`config.mk`:
```
export PLATFORM = sky130hd
export DESIGN_NAME = fp_mul_norm_round
export DESIGN_NICKNAME = d
export VERILOG_FILES = /design/src/rtl/fp_mul_pkg.sv /design/src/rtl/fp_mul_norm_round_rne.sv /design/src/rtl/fp_mul_norm_round.sv
export SDC_FILE = /design/constraint.sdc
export NUM_CORES = 1
export LEC_CHECK = 0
export ABC_AREA = 1
export BUFFER_PORTS_ARGS = -buffer_cell sky130_fd_sc_hd__buf_2
export CELL_PAD_IN_SITES_DETAIL_PLACEMENT = 1
export CELL_PAD_IN_SITES_GLOBAL_PLACEMENT = 1
export CORE_MARGIN = 2
export CORE_UTILIZATION = 39
export DETAILED_ROUTE_END_ITERATION = 7
export PLACE_DENSITY = 0.82
export SLEW_MARGIN = 40
export SYNTH_ARGS = -nofsm -noshare
export SYNTH_HDL_FRONTEND = slang
export SYNTH_SLANG_ARGS = --single-unit
```
`constraint.sdc`:
```
create_clock -name clk -period 3.8 [get_ports clk]
set_clock_uncertainty 0.1 [all_clocks]
set_input_delay 0.38 -clock clk [delete_from_list [all_inputs] [get_ports clk]]
set_output_delay 0.38 -clock clk [all_outputs]
set_load 0.005 [all_outputs]
```
`src/rtl/fp_mul_pkg.sv`:
```
// Shared definitions for the floating-point multiplier back end.
// Holds the format widths, the canonical quiet NaN and the payload that the
// normalize stage hands to the round/pack stage.
package fp_mul_pkg;

  localparam int EXP_W  = 8;
  localparam int FRAC_W = 23;
  localparam int BIAS   = 127;
  localparam int PROD_W = 2 * (FRAC_W + 1);
  localparam int RES_W  = EXP_W + FRAC_W + 1;
  // Working exponent: two extra bits so ea+eb-BIAS and its +1/+2 adjustments
  // never wrap.
  localparam int XEXP_W = EXP_W + 2;

  localparam logic [RES_W-1:0] QNAN = 32'h7FC0_0000;

  // Largest biased exponent is reserved for inf/NaN, so 2*BIAS+1 already overflows.
  localparam logic signed [XEXP_W-1:0] EXP_MAX  = XEXP_W'(2 * BIAS + 1);
  localparam logic signed [XEXP_W-1:0] EXP_ZERO = '0;
  localparam logic signed [XEXP_W-1:0] EXP_ONE  = XEXP_W'(1);

  typedef struct packed {
    logic                     sign;
    logic signed [XEXP_W-1:0] exp;
    logic [FRAC_W:0]          mant;
    logic                     guard;
    logic                     sticky;
    logic                     is_nan;
    logic                     is_inf;
    logic                     is_zero;
  } s1_pay_t;

endpackage

```
`src/rtl/fp_mul_norm_round_rne.sv`:
```
// Round-to-nearest-even incrementer.
// Ports:
//   mant_i   normalized significand including the hidden one
//   guard_i  first bit below the LSB
//   sticky_i OR of all remaining discarded bits
//   exp_i    working exponent before rounding
//   frac_o   rounded stored fraction (hidden one dropped)
//   exp_o    exponent after a possible rounding carry-out
module fp_round_ne
  import fp_mul_pkg::*;
(
  input  logic                     [FRAC_W:0] mant_i,
  input  logic                                guard_i,
  input  logic                                sticky_i,
  input  logic signed [XEXP_W-1:0]            exp_i,
  output logic                     [FRAC_W-1:0] frac_o,
  output logic signed [XEXP_W-1:0]            exp_o
);

  logic              inc;
  logic [FRAC_W+1:0] sum;
  logic              unused_lead;

  // Round up above the halfway point, or exactly at it when the LSB is odd.
  assign inc = guard_i & (sticky_i | mant_i[0]);
  assign sum = {1'b0, mant_i} + {{(FRAC_W + 1){1'b0}}, inc};

  // A carry-out only happens from an all-ones significand, leaving the sum at
  // exactly 2^(FRAC_W+1): the low bits are already the zero fraction we want.
  assign frac_o      = sum[FRAC_W-1:0];
  assign exp_o       = exp_i + $signed({{(XEXP_W - 1){1'b0}}, sum[FRAC_W+1]});
  assign unused_lead = sum[FRAC_W];

endmodule

```
`src/rtl/fp_mul_norm_round.sv`:
```
// Final stage of the single-precision multiplier: normalize the 48-bit
// significand product, round to nearest-even, and pack an IEEE-754 word with
// status flags. Two register stages with valid/ready on both sides;
// denormals are flushed to zero.
// Ports:
//   clk, rst_n                  clock, asynchronous active-low reset
//   in_valid/in_ready           upstream handshake
//   in_sign, in_exp, in_prod    sign, signed ea+eb-BIAS, significand product
//   in_is_nan/inf/zero          special-case classification from upstream
//   out_valid/out_ready         downstream handshake
//   out_result                  packed IEEE result
//   out_overflow/underflow/inexact status flags
module fp_mul_norm_round
  import fp_mul_pkg::*;
(
  input  logic                         clk,
  input  logic                         rst_n,
  input  logic                         in_valid,
  output logic                         in_ready,
  input  logic                         in_sign,
  input  logic signed [EXP_W+1:0]      in_exp,
  input  logic        [PROD_W-1:0]     in_prod,
  input  logic                         in_is_nan,
  input  logic                         in_is_inf,
  input  logic                         in_is_zero,
  output logic                         out_valid,
  input  logic                         out_ready,
  output logic        [RES_W-1:0]      out_result,
  output logic                         out_overflow,
  output logic                         out_underflow,
  output logic                         out_inexact
);

  s1_pay_t                  pay_p1_d, pay_p1_q;
  logic                     vld_p1_d, vld_p1_q;
  logic                     vld_p2_d, vld_p2_q;
  logic                     s2_load;
  logic [FRAC_W-1:0]        frac_p2;
  logic signed [XEXP_W-1:0] exp_p2;
  logic [RES_W-1:0]         res_d, res_q;
  logic                     ovf_d, ovf_q;
  logic                     unf_d, unf_q;
  logic                     inx_d, inx_q;

  // ---- stage 1: normalize ----
  always_comb begin
    pay_p1_d.sign    = in_sign;
    pay_p1_d.is_nan  = in_is_nan;
    pay_p1_d.is_inf  = in_is_inf;
    pay_p1_d.is_zero = in_is_zero;
    if (in_prod[PROD_W-1]) begin
      pay_p1_d.mant   = in_prod[PROD_W-1 -: FRAC_W+1];
      pay_p1_d.guard  = in_prod[FRAC_W];
      pay_p1_d.sticky = |in_prod[FRAC_W-1:0];
      pay_p1_d.exp    = in_exp + EXP_ONE;
    end else begin
      pay_p1_d.mant   = in_prod[PROD_W-2 -: FRAC_W+1];
      pay_p1_d.guard  = in_prod[FRAC_W-1];
      pay_p1_d.sticky = |in_prod[FRAC_W-2:0];
      pay_p1_d.exp    = in_exp;
    end
  end

  // Stage 2 refills whenever it is empty or being drained; stage 1 follows it.
  assign s2_load  = !vld_p2_q || out_ready;
  assign in_ready = !vld_p1_q || s2_load;
  assign vld_p1_d = in_ready ? in_valid : vld_p1_q;
  assign vld_p2_d = s2_load ? vld_p1_q : vld_p2_q;

  always_ff @(posedge clk) begin
    if (in_valid && in_ready) pay_p1_q <= pay_p1_d;
  end

  // ---- stage 2: round and pack ----
  fp_round_ne u_round (
    .mant_i   (pay_p1_q.mant),
    .guard_i  (pay_p1_q.guard),
    .sticky_i (pay_p1_q.sticky),
    .exp_i    (pay_p1_q.exp),
    .frac_o   (frac_p2),
    .exp_o    (exp_p2)
  );

  always_comb begin
    res_d = {pay_p1_q.sign, exp_p2[EXP_W-1:0], frac_p2};
    ovf_d = 1'b0;
    unf_d = 1'b0;
    inx_d = pay_p1_q.guard | pay_p1_q.sticky;
    if (pay_p1_q.is_nan) begin
      res_d = QNAN;
      inx_d = 1'b0;
    end else if (pay_p1_q.is_inf) begin
      res_d = {pay_p1_q.sign, {EXP_W{1'b1}}, {FRAC_W{1'b0}}};
      inx_d = 1'b0;
    end else if (pay_p1_q.is_zero) begin
      res_d = {pay_p1_q.sign, {(RES_W - 1){1'b0}}};
      inx_d = 1'b0;
    end else if (exp_p2 >= EXP_MAX) begin
      res_d = {pay_p1_q.sign, {EXP_W{1'b1}}, {FRAC_W{1'b0}}};
      ovf_d = 1'b1;
      inx_d = 1'b1;
    end else if (exp_p2 <= EXP_ZERO) begin
      res_d = {pay_p1_q.sign, {(RES_W - 1){1'b0}}};
      unf_d = 1'b1;
      inx_d = 1'b1;
    end
  end

  always_ff @(posedge clk or negedge rst_n) begin
    if (!rst_n) begin
      vld_p1_q <= 1'b0;
      vld_p2_q <= 1'b0;
      res_q    <= '0;
      ovf_q    <= 1'b0;
      unf_q    <= 1'b0;
      inx_q    <= 1'b0;
    end else begin
      vld_p1_q <= vld_p1_d;
      vld_p2_q <= vld_p2_d;
      if (s2_load && vld_p1_q) begin
        res_q <= res_d;
        ovf_q <= ovf_d;
        unf_q <= unf_d;
        inx_q <= inx_d;
      end
    end
  end

  assign out_valid     = vld_p2_q;
  assign out_result    = res_q;
  assign out_overflow  = ovf_q;
  assign out_underflow = unf_q;
  assign out_inexact   = inx_q;

endmodule

```
After elaboration in Yosys (flattened, before gate mapping)

Index checks and enable logic that the tools add are counted.

Reductions and logical operators: 8
Bitwise operators: 3
Order comparisons: 2
Mux-type cells: 20
Add/sub/neg operators: 3

Operators by type and width:

| cell                                                                               | number |
|---|---|
| 31-bit two-way mux                                                                 | 4 |
| 36-bit two-way mux                                                                 | 1 |
| 32-bit two-way mux                                                                 | 1 |
| 24-bit by 1-bit adder with 25-bit output                                           | 1 |
| 23-bit OR reduction                                                                | 1 |
| 22-bit OR reduction                                                                | 1 |
| 1-bit two-way mux                                                                  | 14 |
| 10-bit by 2-bit adder with 10-bit output                                           | 1 |
| 10-bit by 2-bit adder with 10-bit output (second input constant)                   | 1 |
| 10-bit by 9-bit >= comparator with 1-bit output (second input constant)            | 1 |
| 10-bit by 1-bit less-or-equal comparator with 1-bit output (second input constant) | 1 |
| 1-bit logical AND                                                                  | 2 |
| 1-bit zero test                                                                    | 2 |
| 1-bit logical OR                                                                   | 2 |
| 1-bit bitwise OR                                                                   | 2 |
| 1-bit bitwise AND                                                                  | 1 |

Output and inout bits: 37
Register bits after elaboration: 77
Input port bits: 66
Logic and storage cells: 51

Logic depth before layout (Yosys ltp)

Gate-level depths: netlist (run 1).

Depth in word-level cells: 10
Depth in mapped cells: 25
Mapped depth without buffers: 25

Hierarchy

A second synthesis (run 1) with hierarchy kept.

Cells, all modules: 519
Area total of the unflattened synthesis: 4,316.6 sq um

Modules (own cells, without submodules):

| module            | times used | area an instance (sq um) | sequential area each (sq um) | cells each |
|---|---|---|---|---|
| fp_mul_norm_round | 1          | 3,487.1                  | 2,127.0                      | 367 |
| fp_round_ne       | 1          | 829.5                    | 0.0                          | 152 |

Worst setup path after synthesis (run 1)

No wires, ideal clock.

Path type: register to register
Start point: register pay_p1_q[4] in the netlist's numbering
End point: register res_q[8] (netlist: out_result[8])
Library setup time: 0.123 ns
Slack: 0.460 ns
Data required time: 3.577 ns
Clock period less this slack: 3.340 ns
Stages on the path, launching flop included: 22
Path buffers: 1
Arrival: 3.116 ns
Cell sequence: edfxtp_1 > nand2_1 > inv_1 > ha_1 > nand4_1 > nor2_2 > nand2_1 > nor3_2 > nand3_1 > nor4_1 > ha_1 > ha_1 > or2_2 > nor2_1 > nand3_1 > nor2_2 > nand2_4 > nand2_4 > inv_2 > nand2_4 > buf_8 > o21ai_2

Cells in the longest elaborated chain, start to end: 9
Elaborated cells on any way between the ends: 10
Those cells by class: add/sub: 2; order compare: 2; mux: 5; bitwise: 1

Ends and longest elaborated chain:

| what                                                       | RTL line                    | RTL |
|---|---|---|
| from (decl)                                                | fp_mul_norm_round.sv:34     | `s1_pay_t pay_p1_d, pay_p1_q;` |
| from (signal assigned)                                     | fp_mul_norm_round.sv:71     | `if (in_valid && in_ready) pay_p1_q <= pay_p1_d;` |
| 1-bit bitwise AND *                                        | fp_mul_norm_round_rne.sv:25 | `assign inc = guard_i & (sticky_i \| mant_i[0]);` |
| 24-bit by 1-bit adder with 25-bit output *                 | fp_mul_norm_round_rne.sv:26 | `assign sum = {1'b0, mant_i} + {{(FRAC_W + 1){1'b0}}, inc};` |
| 10-bit by 2-bit adder with 10-bit output                   | fp_mul_norm_round_rne.sv:31 | `assign exp_o = exp_i + $signed({{(XEXP_W - 1){1'b0}}, sum[FRAC_W+1]});` |
| 10-bit by 1-bit less-or-equal comparator with 1-bit output | fp_mul_norm_round.sv:102    | `end else if (exp_p2 <= EXP_ZERO) begin` |
| 31-bit two-way mux                                         | fp_mul_norm_round.sv:102    |  |
| 31-bit two-way mux *                                       | fp_mul_norm_round.sv:98     | `end else if (exp_p2 >= EXP_MAX) begin` |
| 31-bit two-way mux *                                       | fp_mul_norm_round.sv:95     | `end else if (pay_p1_q.is_zero) begin` |
| 31-bit two-way mux *                                       | fp_mul_norm_round.sv:92     | `end else if (pay_p1_q.is_inf) begin` |
| 32-bit two-way mux *                                       | fp_mul_norm_round.sv:89     | `if (pay_p1_q.is_nan) begin` |
| to (signal assigned)                                       | fp_mul_norm_round.sv:121    | `res_q <= res_d;` |
| to (decl)                                                  | fp_mul_norm_round.sv:40     | `logic [RES_W-1:0] res_d, res_q;` |

Every way passes the cells marked *; elsewhere a longest branch is shown, timed or not.
A chain may end at the register's enable or synchronous reset.

Final worst setup path (run 1)

Start point: register pay_p1_q[4] in the netlist's numbering
End point: register res_q[15] (netlist: out_result[15])

The elaborated chain is that of the path after synthesis.

==> results of run 1 <==
[worst max-delay path by stage]
stage | from | to | slack, ns | cells after the start
floorplan | pay_p1_q[4] | out_result[8] | 0.46 | 21
global placement | pay_p1_q[4] | out_result[16] | 0.11 | 22
detailed placement | pay_p1_q[4] | out_result[15] | -0.22 | 22
CTS | pay_p1_q[4] | out_result[15] | 0.04 | 22
global route | pay_p1_q[5] | out_result[15] | 0.05 | 22
finish | pay_p1_q[4] | out_result[15] | 0.36 | 22
[area by class of cell]
class	count	area share [%]
multi-input cells	386	36.2
flip-flops and latches	77	40.2
clock inverters	6	1.92
well taps	140	3.31
clock buffers	10	2.41
repair buffers	117	12.1
inverters	53	3.76
[repair_timing]
| action | in CTS | in global routing |
|---|---|---|
| pin swaps | 6 | 7 |
| setup endpoints to repair | 25 | 32 |
| endpoints found under the hold margin | 0 | 37 |
| hold buffers | 0 | 1 |
| gates cloned | 0 | 0 |
| buffers inserted | 6 | 3 |
| resized for setup | 9 | 3 |
[flip-flops by register name, summed over array words and instances, names as in the netlist]
signal / count
out_inexact: 1
out_overflow: 1
out_result: 32
out_underflow: 1
out_valid: 1
pay_p1_q: 40
vld_p1_q: 1
[cell usage in the layout (no fill, tap or decap), types with 5 or more instances in the layout]
cell and count:
nand4_1 11, dfrtp_1 37, buf_4 14, o21ai_2 10, clkbuf_8 9, clkinv_1 6
edfxtp_1 40, xor2_1 10, a21oi_1 12, nand2_1 202, inv_1 44, o21ai_0 11
nor4_1 5, nor2_1 42, nand3_1 33, buf_2 101, inv_2 6, nand2_2 8
[report_power, final]
group	total, mW	internal [mW]	switching, mW
Sequential	1.01	0.962	0.0525
Clock	0.719	0.430	0.289
Combinational	0.324	0.122	0.203
Total	2.06	1.51	0.544
[kinds of logic after synthesis]
group	Yosys count
AO/OA/AOI/OAI	38
AND/OR/NAND/NOR	331
flip-flops	77
adder cells (fa/ha/maj)	4
buffers and inverters	63
XOR/XNOR	13
[layer usage]
| layer | share of wire, % | vias up | routed length (um) |
|---|---|---|---|
| li1 | - | 1928 | - |
| met1 | 46 | 1809 | 5190 |
| met2 | 48 | 107 | 5470 |
| met3 | 5.2 | 8 | 586 |
| met4 | 0.99 | 0 | 112 |
| met5 | 0 | - | 0 |
[worst register-to-register path, cell delays in order, from the launching register on]
cell and delay (ns):
edfxtp_1 0.38, nand2_2 0.09, inv_2 0.08, ha_2 0.20
nand4_1 0.13, nor2_2 0.15, nand2_2 0.10, nor3_4 0.15
nand3_2 0.13, nor4_4 0.16, ha_2 0.22, ha_2 0.28
or2_2 0.27, nor2_1 0.11, nand3_1 0.09, nor2_2 0.13
nand2_4 0.07, nand2_4 0.09, inv_2 0.07, nand2_8 0.09
inv_2 0.07, nand3_1 0.09, nand2_1 0.06
==> results.toml, run 1 <==
[floorplan]
die_h_um = 108
ios = 103
initial_core_util_pct = 39.5
dieArea_mm2 = 0.0117
die_w_um = 108
fp-row-count = 38
core_area_mm2 = 0.0107

[min_path]
worstHoldEndpoint = "pay_p1_q[1]"
hold_class = "input port to register"
hold_depth = 1
worst_hold_startpoint = "in_is_inf"

[global_routing]
use_met1_pct = 26.3
grt_busiest_layer = "met2"
grt_util_all_layers_pct = 20.4
grt_max_degree = 41
gr-usage-met2_pct = 34.2
grt_pass1_wl_um = 18700
antenna_found_initial = 0
grtUsageMet3_pct = 3.19
grt_pass1_vias = 3984
grt_overflow = 0

[sta]
whs_ns = 0.0932
finalCriticalPeriod_ns = 3.44
final_hold_viol_count = 0
finalSetupTns_ns = 0
slew_viol_final = 0
period_share_pct = 90.5
worst_slack_ns = 0.362
slew_headroom_pct = 53.1
clock.fmax_mhz = 291
rsz0062_at_grt = "false"
setup_viol = 0
worst_pin_slew_ns = 0.699

[setup_path]
slowest_stage = "edfxtp_1"
critPathBufInv = 3
reg2regPathDepth = 22
r2r-start = "pay_p1_q[4]"
worstPathArrival_ns = 3.58
ff2ff_setup_slack_ns = 0.36
crit_family = "simple AND/OR/NAND/NOR gates"
cp.required_ns = 3.94
max_stage_delay_ns = 0.38
critPathCaptureType = "register"
reg2reg_to = "out_result[15]"
path_max_fanout = 8
crit_path_cell_trace = "nand2_2, inv_2, ha_2, nand4_1, nor2_2, nand2_2, nor3_4, nand3_2, nor4_4, ha_2, ha_2, or2_2, nor2_1, nand3_1, nor2_2, nand2_4, nand2_4, inv_2, nand2_8, inv_2, nand3_1, nand2_1"
crit_type = "register to register"
worst_setup_path_start_kind = "register"

[clock_network]
clkTransAtPathRegs_ns = 0.08
cts_buffers = 9
insertion_delay_ns = 0.36
cts_tree = "built"
cts_root_buf = "clkbuf_8"
clock-sinks = 77
clock_path_buffers = 2
htreeDepth = 3

[synth]
yosys.area_share.simple_pct = 34.4
muxShareOfSynthArea_pct = 0
synth_fa_ha_area_share_pct = 1.18
synthCells = 526
synthArstFlopShare_pct = 48.1
synth_nets = 596
synthDistinctLibCells = 35
syn_area_mm2 = 0.00424
ys_ff_latch = 77
post-synth-top-count-cell = "nand2_1"
synth_top_area_share_pct = 28.3
synth_edf_count = 40
yosysTopAreaCell = "edfxtp_1"
yosysWarnings = 0
synth_top_family_by_area = "simple AND/OR/NAND/NOR gates"
synthFlopType = "edfxtp_1"
avgSynthCellArea_um2 = 8.06
synth.area.top_cells = "edfxtp_1, dfrtp_1, nand2_1"
synth_compound_area_share_pct = 5.61
yosysSeqAreaShare_pct = 50.2
ys_top_cells_by_count = "nand2_1, inv_1, nor2_1, edfxtp_1, dfrtp_1"
synth_xor_area_share_pct = 2.69

[cells_and_area]
final_cell_count_no_fill = 789
register_area_mm2 = 0.00213
fill_cells = 1374
final_nets = 714
diodes = 0
multiInputGateArea_mm2 = 0.00191
drive_above_1_share_pct = 27.1
stdcell_area_mm2 = 0.00529
area_growth_pct = 24.6
fin_util_pct = 49.2

[place]
routabilityCongestion = 0.879
post-place-ws_ns = -0.225
portBuffers = 102
dpl.cell_count = 763
post-dp-hpwl_um = 8970
placedInstanceArea_mm2 = 0.00491

[pwr]
power.total_mw = 2.06
cellPowerDensity_mw_per_mm2 = 389
p_leak_nw = 2.63
max-vdd-ir-drop_uv = 161

[detailed_routing]
ant_nets = 0
dr.pass1.iters = 4
drt_iter0_markers = 153
routedWlPerCell_um = 14.4
vias = 3852
routed_via_density = 4.88
drcViolationCount = 0
wl_um = 11400

[status]
status = "finished clean"

[flow_run]
cap_violations = 0
Note: power is estimated with default switching activity, not from simulation.
==> run 2: changes to the inputs <==
- ABC_AREA: 1 -> unset
- CORE_UTILIZATION: 39 -> 41
- PLACE_DENSITY: 0.82 -> 0.81
==> run 2 against run 1 <==
Flip-flop and latch count unchanged. Synthesized area is 7.1% lower. First-iteration DRC count shrank 24%. Global-route usage increased by 0.72 points. Combinational power decreased by 19%. Clock power fell by 18%. Via count decreased by 16%. Critical path depth down 7. Critical endpoint is now out_result[17].
==> results.toml, run 2 <==
[setup_path]
reg2regPathDepth = 15
worstPathArrival_ns = 3.88
critPathCaptureType = "register"
path_max_fanout = 11
critPathBufInv = 4
reg2reg_to = "out_result[17]"
cp.required_ns = 3.95
worst_setup_path_start_kind = "register"
ff2ff_setup_slack_ns = 0.06
max_stage_delay_ns = 0.45
crit_type = "register to register"
r2r-start = "pay_p1_q[10]"
crit_path_cell_trace = "and4_1, nand3_4, nor4_4, nand4_1, nor2_1, ha_2, buf_4, nand2_2, buf_4, or4_4, a2111oi_4, buf_4, nor3_4, buf_12, a22o_1"
crit_top_cell = "buf_4"
slowest_stage = "or4_4"
crit_family = "simple AND/OR/NAND/NOR gates"

[detailed_routing]
drt_iter0_markers = 116
vias = 3217
met2_length_um = 5530
routed_via_density = 5.32
routedWlPerCell_um = 18.2
drcViolationCount = 0
top_layer_used = "met4"
ant_nets = 0
wl_um = 11000
dr.pass1.iters = 4
wl_met1_um = 4780
wl_met3_um = 468

[sta]
finalCriticalPeriod_ns = 3.74
finalSetupTns_ns = 0
worst_pin_slew_ns = 0.621
slew_viol_final = 0
period_share_pct = 98.3
final_hold_viol_count = 0
clock.fmax_mhz = 268
setup_viol = 0
worst_slack_ns = 0.0641
slew_headroom_pct = 58.6

[global_routing]
grt_overflow = 0
grt_max_degree = 41
grt_util_all_layers_pct = 21.1
grt_pass1_vias = 3410
grt_pass1_wl_um = 16900
antenna_found_initial = 0

[synth]
synth_fa_ha_area_share_pct = 1.27
synthCells = 330
synthArstFlopShare_pct = 48.1
yosys.area_share.simple_pct = 15.4
synth_nets = 400
syn_area_mm2 = 0.00394
muxShareOfSynthArea_pct = 7.91
synth_xor_area_share_pct = 8.45
synth_edf_count = 40
ys_top_cells_by_count = "edfxtp_1, dfrtp_1, nand2_1, mux2_2, xnor2_1"
synth.area.top_cells = "edfxtp_1, dfrtp_1, mux2_2"
synthDistinctLibCells = 43
synthFlopType = "edfxtp_1"
synth_top_area_share_pct = 30.5
yosysSeqAreaShare_pct = 54.0
synth_compound_area_share_pct = 11.4
synth_top_family_by_area = "simple AND/OR/NAND/NOR gates"
ys_ff_latch = 77
yosysTopAreaCell = "edfxtp_1"
avgSynthCellArea_um2 = 11.9
post-synth-top-count-cell = "edfxtp_1"
yosysWarnings = 0

[floorplan]
fp-row-count = 35
dieArea_mm2 = 0.0104
core_area_mm2 = 0.00928
initial_core_util_pct = 42.4
die_h_um = 102
ios = 103
die_w_um = 102

[place]
post-place-ws_ns = -0.120
routabilityCongestion = 0.821
post-dp-hpwl_um = 8250
portBuffers = 102

[min_path]
worstHoldEndpoint = "pay_p1_q[0]"
hold_class = "input port to register"
hold_depth = 1
worst_hold_startpoint = "in_is_zero"

[clock_network]
clkTransAtPathRegs_ns = 0.09
cts_tree = "built"
clock_path_buffers = 2
clock-sinks = 77
cts_buffers = 9
cts_root_buf = "clkbuf_8"
insertion_delay_ns = 0.36
htreeDepth = 3

[cells_and_area]
mostFrequentLayoutCell = "buf_2"
largest_reg_flops = 40
register_area_mm2 = 0.00213
drive_above_1_share_pct = 41.2
multiInputGateArea_mm2 = 0.00184
diodes = 0
final_nets = 541
final_cell_mix = "buf_2, edfxtp_1, dfrtp_1, buf_4, nand2_1"
area_growth_pct = 30.4
largest-register = "pay_p1_q"
fill_cells = 1031

[pwr]
max-vdd-ir-drop_uv = 146
p_leak_nw = 2.16
cellPowerDensity_mw_per_mm2 = 359

[flow_run]
cap_violations = 0

[status]
status = "finished clean"
-- run 2: where the power goes --
group / leakage, nW / total, mW / internal [mW] / switching, mW
logic: 1.21 / 0.262 / 0.124 / 0.138
clock network: 0.0982 / 0.589 / 0.283 / 0.306
registers: 0.855 / 0.992 / 0.944 / 0.0486
-- run 2: layout make-up --
class                   instances  share of cell area [%]
clock buffers                  11                    3.05
clock inverters                 5                   0.633
inverters                       3                   0.219
multi-input cells             241                    35.9
flip-flops and latches         77                    41.4
well taps                     129                    3.14
repair buffers                139                    15.7
-- run 2: metrics by stage --
step                      std cells  utilization, %  hold slack [ns]  power [mW]  area (um^2)
after detailed placement        581            51.6            0.395        1.26         4790
after floorplan                 330               -          -0.0156        1.12         3940
after CTS                       597            53.7           0.0356        1.84         4990
final                           605            55.3           0.0976        1.84         5140
after global routing            605            55.3           0.0847        1.92         5140
after global placement          581            51.5            0.347        1.24         4780
-- run 2: metal layers --
layer	up-vias	global-route usage (%)
met5	-	0
met4	0	7.49
met3	19	3.21
met2	97	35.9
met1	1567	27.5
li1	1534	-
-- run 2: how the worst max path moves through the flow --
stage	to	cells after the start	startpoint	slack (ns)
floorplan	out_result[15]	16	pay_p1_q[4]	0.21
global placement	out_result[14]	15	pay_p1_q[4]	-0.01
detailed placement	out_result[21]	16	pay_p1_q[4]	-0.12
CTS	out_result[21]	16	pay_p1_q[4]	0.07
global route	out_result[21]	16	pay_p1_q[4]	-0.09
finish	out_result[17]	15	pay_p1_q[10]	0.06
-- run 2: timing repair --
action / in CTS / in global routing
hold endpoints to repair: 0 / 37
cloned: 0 / 1
pin swaps: 2 / 7
hold buffers: 0 / 1
resized for setup: 2 / 11
endpoints found under the setup margin: 28 / 27
setup buffers: 0 / 6
-- run 2: cells by family (layout without fill, tap and decap cells) --
| kind of cell | count (synthesis) | in the layout |
|---|---|---|
| adder cells (fa/ha/maj) | 4 | 4 |
| XOR/XNOR | 38 | 38 |
| buffers and inverters | 13 | 158 |
| AND/OR/NAND/NOR | 111 | 112 |
| AO/OA/AOI/OAI | 59 | 59 |
| multiplexers | 28 | 28 |
| flip-flops | 77 | 77 |
